**config.mk**
```make
export PLATFORM = sky130hd
export DESIGN_NAME = apb_slave_regbank
export DESIGN_NICKNAME = d
export VERILOG_FILES = /design/src/rtl/apb_pkg.sv /design/src/rtl/apb_wait_ctrl.sv /design/src/rtl/apb_slave_regbank.sv
export SDC_FILE = /design/constraint.sdc
export NUM_CORES = 1
export LEC_CHECK = 0
export BUFFER_PORTS_ARGS = -buffer_cell sky130_fd_sc_hd__clkbuf_2
export CAP_MARGIN = 20
export CORE_UTILIZATION = 65
export DETAILED_ROUTE_END_ITERATION = 16
export PLACE_DENSITY = 0.82
export SYNTH_ARGS = -nofsm -noshare
export SYNTH_HDL_FRONTEND = slang
export SYNTH_SLANG_ARGS = --single-unit
```
**constraint.sdc**
```tcl
create_clock -name PCLK -period 32.8 [get_ports PCLK]
set_input_delay 1.64 -clock PCLK [delete_from_list [all_inputs] [get_ports PCLK]]
set_output_delay 1.64 -clock PCLK [all_outputs]
set_load 0.02 [all_outputs]
```
**src/rtl/apb_pkg.sv**
```systemverilog
// Shared types and helpers for the APB slave register bank.
package apb_pkg;

  typedef enum logic {
    IDLE,
    ACCESS
  } apb_slave_state_t;

  localparam int unsigned APB_WORD_BYTES = 4;

  // Word index of a byte address, masked to the register count.
  function automatic int unsigned word_index(
    input logic [63:0] addr,
    input int unsigned num_words
  );
    logic [63:0] w;
    w = addr >> 2;
    return 32'(w & 64'(num_words - 1));
  endfunction

endpackage

```
**src/rtl/apb_wait_ctrl.sv**
```systemverilog
// Wait-state counter and registered PREADY for the APB slave.
module apb_wait_ctrl #(
  parameter int WAIT_STATES = 1
) (
  input  logic clk,
  input  logic rst,
  input  logic load,
  input  logic tick,
  input  logic abort,
  output logic ready,
  output logic fire
);

  logic [3:0] cnt_q, cnt_d;
  logic       rdy_q, rdy_d;

  always_comb begin
    cnt_d = cnt_q;
    rdy_d = rdy_q;
    if (abort) begin
      cnt_d = '0;
      rdy_d = 1'b0;
    end else if (load) begin
      cnt_d = 4'(WAIT_STATES);
      rdy_d = (WAIT_STATES == 0);
    end else if (tick) begin
      cnt_d = cnt_q - 4'd1;
      rdy_d = (cnt_q == 4'd1);
    end
  end

  always_ff @(posedge clk or posedge rst) begin
    if (rst) begin
      cnt_q <= '0;
      rdy_q <= 1'b0;
    end else begin
      cnt_q <= cnt_d;
      rdy_q <= rdy_d;
    end
  end

  assign ready = rdy_q;
  // High on the edge where PREADY goes from 0 to 1.
  assign fire  = rdy_d & ~rdy_q;

endmodule

```
**src/rtl/apb_slave_regbank.sv**
```systemverilog
// APB slave register bank with configurable wait states.
// Define APB_SLAVE_PSLVERR_EN to report bad addresses on PSLVERR.
module apb_slave_regbank
  import apb_pkg::*;
#(
  parameter int ADDR_WIDTH  = 32,
  parameter int DATA_WIDTH  = 32,
  parameter int NUM_WORDS   = 16,
  parameter int WAIT_STATES = 1
) (
  input  logic                  PCLK,
  input  logic                  PRESET,
  input  logic                  PSEL,
  input  logic                  PENABLE,
  input  logic [ADDR_WIDTH-1:0] PADDR,
  input  logic                  PWRITE,
  input  logic [DATA_WIDTH-1:0] PWDATA,
  output logic [DATA_WIDTH-1:0] PRDATA,
  output logic                  PREADY,
  output logic                  PSLVERR
);

  localparam int IW = $clog2(NUM_WORDS);
  localparam logic [ADDR_WIDTH-1:0] LIMIT =
    ADDR_WIDTH'(NUM_WORDS * APB_WORD_BYTES);

  apb_slave_state_t state_q, state_d;

  logic [IW-1:0]         idx_q;
  logic                  wr_q;
  logic                  vld_q;
  logic [DATA_WIDTH-1:0] wdata_q;
  logic [DATA_WIDTH-1:0] prdata_q;
  logic [DATA_WIDTH-1:0] regs_q [NUM_WORDS];

  logic          load, tick, abort, complete;
  logic          ready, fire;
  logic [IW-1:0] dec_idx, rd_idx;
  logic          dec_ok, rd_ok, rd_wr;

  assign dec_idx = IW'(word_index(64'(PADDR), NUM_WORDS));
  assign dec_ok  = (PADDR[1:0] == 2'b00) && (PADDR < LIMIT);

  always_comb begin
    state_d  = state_q;
    load     = 1'b0;
    tick     = 1'b0;
    abort    = 1'b0;
    complete = 1'b0;
    unique case (state_q)
      IDLE: begin
        if (PSEL && !PENABLE) begin
          load    = 1'b1;
          state_d = ACCESS;
        end
      end
      ACCESS: begin
        if (!PSEL) begin
          abort   = 1'b1;
          state_d = IDLE;
        end else if (PENABLE && !ready) begin
          tick = 1'b1;
        end else if (PENABLE && ready) begin
          abort    = 1'b1;
          complete = 1'b1;
          state_d  = IDLE;
        end
      end
    endcase
  end

  always_ff @(posedge PCLK or posedge PRESET) begin
    if (PRESET) state_q <= IDLE;
    else        state_q <= state_d;
  end

  apb_wait_ctrl #(
    .WAIT_STATES(WAIT_STATES)
  ) u_wait (
    .clk  (PCLK),
    .rst  (PRESET),
    .load (load),
    .tick (tick),
    .abort(abort),
    .ready(ready),
    .fire (fire)
  );

  always_ff @(posedge PCLK or posedge PRESET) begin
    if (PRESET) begin
      idx_q   <= '0;
      wr_q    <= 1'b0;
      vld_q   <= 1'b0;
      wdata_q <= '0;
    end else if (load) begin
      idx_q   <= dec_idx;
      wr_q    <= PWRITE;
      vld_q   <= dec_ok;
      wdata_q <= PWDATA;
    end
  end

  // With zero wait states the read fires on the setup edge itself.
  assign rd_idx = (state_q == IDLE) ? dec_idx : idx_q;
  assign rd_ok  = (state_q == IDLE) ? dec_ok  : vld_q;
  assign rd_wr  = (state_q == IDLE) ? PWRITE  : wr_q;

  always_ff @(posedge PCLK or posedge PRESET) begin
    if (PRESET) begin
      prdata_q <= '0;
    end else if (fire && !rd_wr) begin
      prdata_q <= rd_ok ? regs_q[rd_idx] : '0;
    end
  end

  always_ff @(posedge PCLK or posedge PRESET) begin
    if (PRESET) begin
      for (int i = 0; i < NUM_WORDS; i++) regs_q[i] <= '0;
    end else if (complete && wr_q && vld_q) begin
      regs_q[idx_q] <= wdata_q;
    end
  end

`ifdef APB_SLAVE_PSLVERR_EN
  logic err_q;

  always_ff @(posedge PCLK or posedge PRESET) begin
    if (PRESET)     err_q <= 1'b0;
    else if (abort) err_q <= 1'b0;
    else if (fire)  err_q <= !rd_ok;
  end

  assign PSLVERR = err_q;
`else
  assign PSLVERR = 1'b0;
`endif

  assign PRDATA = prdata_q;
  assign PREADY = ready;

endmodule

```
==> impl_metrics.xml <==
<?xml version="1.0" encoding="UTF-8"?>
<metrics>
  <group name="outcome">
    <metric name="run_status" unit="">finished clean</metric>
  </group>
  <group name="die">
    <metric name="die_height" unit="um">207.4</metric>
    <metric name="fp.dieArea" unit="um^2">43000</metric>
    <metric name="io_pins" unit="">103</metric>
    <metric name="floorplan.rows" unit="">74</metric>
    <metric name="start_util" unit="">0.6653</metric>
    <metric name="placeableCoreArea" unit="um^2">41200</metric>
    <metric name="die_width" unit="um">207.4</metric>
  </group>
  <group name="route">
    <metric name="antenna_violating_nets_post_route" unit="">0</metric>
    <metric name="detail_route.vias_per_cell" unit="">6.753</metric>
    <metric name="vias" unit="">20000</metric>
    <metric name="drc" unit="">0</metric>
    <metric name="drt_pre_antenna_iters" unit="">5</metric>
    <metric name="route.detailed.wl_per_inst" unit="um">25.06</metric>
    <metric name="route.final.wire_length" unit="um">74240</metric>
    <metric name="drt-initial-drc-count" unit="">1996</metric>
  </group>
  <group name="setup_path">
    <metric name="worst_setup_start_kind" unit="">input pin</metric>
    <metric name="timing.critical_path.buf_inv" unit="">4</metric>
    <metric name="slowest_delay" unit="ns">0.88</metric>
    <metric name="cp_slowest_cell" unit="">sky130_fd_sc_hd__buf_4</metric>
    <metric name="timing.critical_path.fanout_max" unit="">83</metric>
    <metric name="crit_path_frequent_cell" unit="">sky130_fd_sc_hd__buf_4</metric>
    <metric name="cp.arrival" unit="ns">4.94</metric>
    <metric name="critPathTopFamily" unit="">buffers and inverters</metric>
    <metric name="end_kind" unit="">flop</metric>
    <metric name="critical_path_cell_by_cell" unit="">clkbuf_2 &gt; buf_4 &gt; mux2i_4 &gt; buf_4 &gt; buf_4 &gt; nand2b_1 &gt; a22oi_1 &gt; o21ai_0 &gt; a221oi_1 &gt; o31ai_1</metric>
    <metric name="worst_reg2reg_setup_slack" unit="ns">28.50</metric>
    <metric name="worst_ep_required_time" unit="ns">33.28</metric>
    <metric name="path_class" unit="">input pin to flop</metric>
  </group>
  <group name="global_route">
    <metric name="first_global_vias" unit="">20430</metric>
    <metric name="grt_usage" unit="">0.3496</metric>
    <metric name="grt.busiest_layer" unit="">met2</metric>
    <metric name="globalRouteMet3Util" unit="">0.06808</metric>
    <metric name="fraction_of_met1_tracks_used_by_global_routing" unit="">0.4669</metric>
    <metric name="grt.met2_usage" unit="">0.5537</metric>
    <metric name="first_pass_grt_wire_length" unit="um">116700</metric>
    <metric name="pin_count_of_the_biggest_net_entering_global_routing" unit="">141</metric>
    <metric name="antenna_found_initial" unit="">1</metric>
    <metric name="grt.overflow.total" unit="">0</metric>
  </group>
  <group name="sta">
    <metric name="worstMarginPinSlew" unit="ns">1.218</metric>
    <metric name="fmaxAchievable" unit="MHz">223.9</metric>
    <metric name="grt_setup_unrepaired" unit="">no</metric>
    <metric name="hold_viol_final" unit="">0</metric>
    <metric name="slew-limit-headroom" unit="">0.1869</metric>
    <metric name="post-route-min-period" unit="ns">4.467</metric>
    <metric name="min_period_over_period" unit="">0.1362</metric>
    <metric name="setup_viol" unit="">0</metric>
    <metric name="worst_clock_skew" unit="ns">0.01700</metric>
    <metric name="finalWorstSetupSlack" unit="ns">28.33</metric>
    <metric name="totalNegativeSetupSlack" unit="ns">0</metric>
    <metric name="drv_slew" unit="">0</metric>
  </group>
  <group name="cells_and_area">
    <metric name="layout.cells.most_common_list" unit="">sky130_fd_sc_hd__dfrtp_1 (587), sky130_fd_sc_hd__mux2_2 (536), sky130_fd_sc_hd__nand2_1 (389)</metric>
    <metric name="final_common_cell" unit="">sky130_fd_sc_hd__dfrtp_1</metric>
    <metric name="drive_gt1_frac" unit="">0.3354</metric>
    <metric name="layout-area-overhead-vs-synth" unit="%">9.823</metric>
    <metric name="antennaDiodeCount" unit="">0</metric>
    <metric name="num-nets-final" unit="">2454</metric>
  </group>
  <group name="clocking">
    <metric name="root_buffer" unit="">sky130_fd_sc_hd__clkbuf_16</metric>
    <metric name="clk-insertion-delay-late" unit="ns">0.64</metric>
    <metric name="numCtsBuffers" unit="">59</metric>
    <metric name="cts_resized" unit="">0</metric>
    <metric name="clkTransAtPathRegs" unit="ns">0.06</metric>
    <metric name="ctsHoldBuffers" unit="">0</metric>
    <metric name="buffer_depth_of_the_longest_clock_path" unit="">3</metric>
    <metric name="htree_levels" unit="">2</metric>
    <metric name="cts_tree" unit="">yes</metric>
    <metric name="cts_num_sinks" unit="">588</metric>
    <metric name="postCtsSetupRepairBufs" unit="">0</metric>
  </group>
  <group name="logic_synthesis">
    <metric name="synthArstFlopShare" unit="">1.000</metric>
    <metric name="synth_sequential_area_ratio" unit="">0.5368</metric>
    <metric name="synth_seq_cells" unit="">588</metric>
    <metric name="ys.flop_type" unit="">sky130_fd_sc_hd__dfrtp_1</metric>
    <metric name="yosysTopAreaCell" unit="">sky130_fd_sc_hd__dfrtp_1</metric>
    <metric name="syn_area_per_cell" unit="um^2">11.48</metric>
    <metric name="yosys_warnings" unit="">0</metric>
    <metric name="synthesis.instances" unit="">2387</metric>
    <metric name="yosysUniqueCellTypes" unit="">65</metric>
    <metric name="synth_edf_count" unit="">0</metric>
    <metric name="largest_cells_by_area_after_synthesis" unit="">sky130_fd_sc_hd__dfrtp_1 (54%), sky130_fd_sc_hd__mux2_2 (22%), sky130_fd_sc_hd__nand2_1 (5.5%), sky130_fd_sc_hd__nand3_1 (3.7%), sky130_fd_sc_hd__buf_2 (1.5%)</metric>
    <metric name="netlist.area_leader.share" unit="">0.5368</metric>
    <metric name="synthesis.nets" unit="">2458</metric>
    <metric name="cell_area_synth" unit="um^2">27410</metric>
  </group>
  <group name="power">
    <metric name="power_leakage" unit="nW">14.51</metric>
    <metric name="vdd_ir_drop_max" unit="uV">48.00</metric>
    <metric name="power.density" unit="nW/um^2">54.23</metric>
  </group>
  <group name="place">
    <metric name="place.gp.congestion" unit="">0.8220</metric>
    <metric name="placement.setup.worst_slack" unit="ns">27.85</metric>
    <metric name="io_buffer_count" unit="">101</metric>
    <metric name="post-dp-hpwl" unit="um">39720</metric>
  </group>
  <group name="hold_path">
    <metric name="holdCritPathClass" unit="">flop to flop</metric>
  </group>
  <group name="flow_run">
    <metric name="cap_violations" unit="">0</metric>
  </group>
</metrics>
==> final cells by class <==
type,instances,area (um^2)
clock inverters,21,252.7
repair buffers,144,913.4
well taps,532,665.6
flip-flops and latches,588,14720
multi-input cells,1582,11790
inverters,8,37.54
fillers,2670,11100
clock buffers,87,1732
==> cell usage after synthesis (5+ instances only) <==
library cell,count
sky130_fd_sc_hd__a32o_1,20
sky130_fd_sc_hd__o21ai_0,58
sky130_fd_sc_hd__clkbuf_1,88
sky130_fd_sc_hd__buf_1,15
sky130_fd_sc_hd__dfrtp_1,588
sky130_fd_sc_hd__o211ai_1,53
sky130_fd_sc_hd__a21boi_0,5
sky130_fd_sc_hd__nand4_1,5
sky130_fd_sc_hd__and3_1,5
sky130_fd_sc_hd__nand2b_1,6
sky130_fd_sc_hd__nor2_1,65
sky130_fd_sc_hd__a32oi_1,11
sky130_fd_sc_hd__nand2_1,400
sky130_fd_sc_hd__inv_1,8
sky130_fd_sc_hd__buf_2,83
sky130_fd_sc_hd__mux2_2,538
sky130_fd_sc_hd__a221oi_1,15
sky130_fd_sc_hd__o32ai_1,9
sky130_fd_sc_hd__a31oi_1,41
sky130_fd_sc_hd__o31ai_1,12
sky130_fd_sc_hd__mux2i_1,14
sky130_fd_sc_hd__nand3_1,200
sky130_fd_sc_hd__a2bb2oi_1,11
sky130_fd_sc_hd__a21oi_1,26
sky130_fd_sc_hd__mux2_1,16
sky130_fd_sc_hd__buf_4,16
sky130_fd_sc_hd__nor4_1,7
sky130_fd_sc_hd__buf_6,6
==> final timing paths <==
check / startpoint / endpoint / depth (start not counted)
worst max-delay path: PADDR[3] / PRDATA[25]$_DFFE_PP0P_ / 10
worst min-delay path: regs_q[347]$_DFFE_PP0P_ / regs_q[347]$_DFFE_PP0P_ / 1
worst max register to register: state_q$_DFF_PP0_ / PRDATA[13]$_DFFE_PP0P_ / 7
worst min register to register: regs_q[347]$_DFFE_PP0P_ / regs_q[347]$_DFFE_PP0P_ / 1
max in group asynchronous: PRESET / regs_q[303]$_DFFE_PP0P_ / 4
min in group asynchronous: PRESET / regs_q[373]$_DFFE_PP0P_ / 2
==> power breakdown <==
group	internal, mW	switching [mW]
Clock	0.398	0.292
Sequential	0.734	0.0429
Combinational	0.0476	0.118
Total	1.18	0.452
==> state kept, by name, summed over array words and instances, names as in the netlist <==
register,cells
PRDATA,32
idx_q,4
regs_q,512
state_q,1
u_wait.cnt_q,4
u_wait.ready,1
vld_q,1
wdata_q,32
wr_q,1
==> kinds of logic after synthesis <==
kind of cell    count (synthesis)  share of synthesized area
compound gates                287                    0.07367
fa+ha+maj                       2                  0.0009128
buf+inv                       217                    0.03738
flops                         588                     0.5368
mux                           573                     0.2366
other cells                     1                  0.0001368
simple gates                  719                     0.1145
==> routing by layer <==
layer  vias to the layer above  wire (um)
met5                         -          0
met4                         0       3200
met3                       229       6694
met2                      1108      35110
met1                     10190      29240
li1                       8473          -
==> stage by stage <==
| step | hold slack (ns) | utilization | cells | cell area (um^2) | total power, mW |
|---|---|---|---|---|---|
| 2_1_floorplan | 0.4580 | - | 2387 | 27410 | 0.8899 |
| 3_3_place_gp | 0.4667 | 0.6795 | 2849 | 28000 | 0.9429 |
| 3_5_place_dp | 0.4764 | 0.6795 | 2849 | 28000 | 0.9485 |
| 4_1_cts | 0.4941 | 0.7277 | 2957 | 29980 | 1.630 |
| 5_1_grt | 0.5119 | 0.7306 | 2962 | 30100 | 1.679 |
| 6_report | 0.4942 | 0.7306 | 2962 | 30100 | 1.632 |
(Power assumes the default switching activity.)
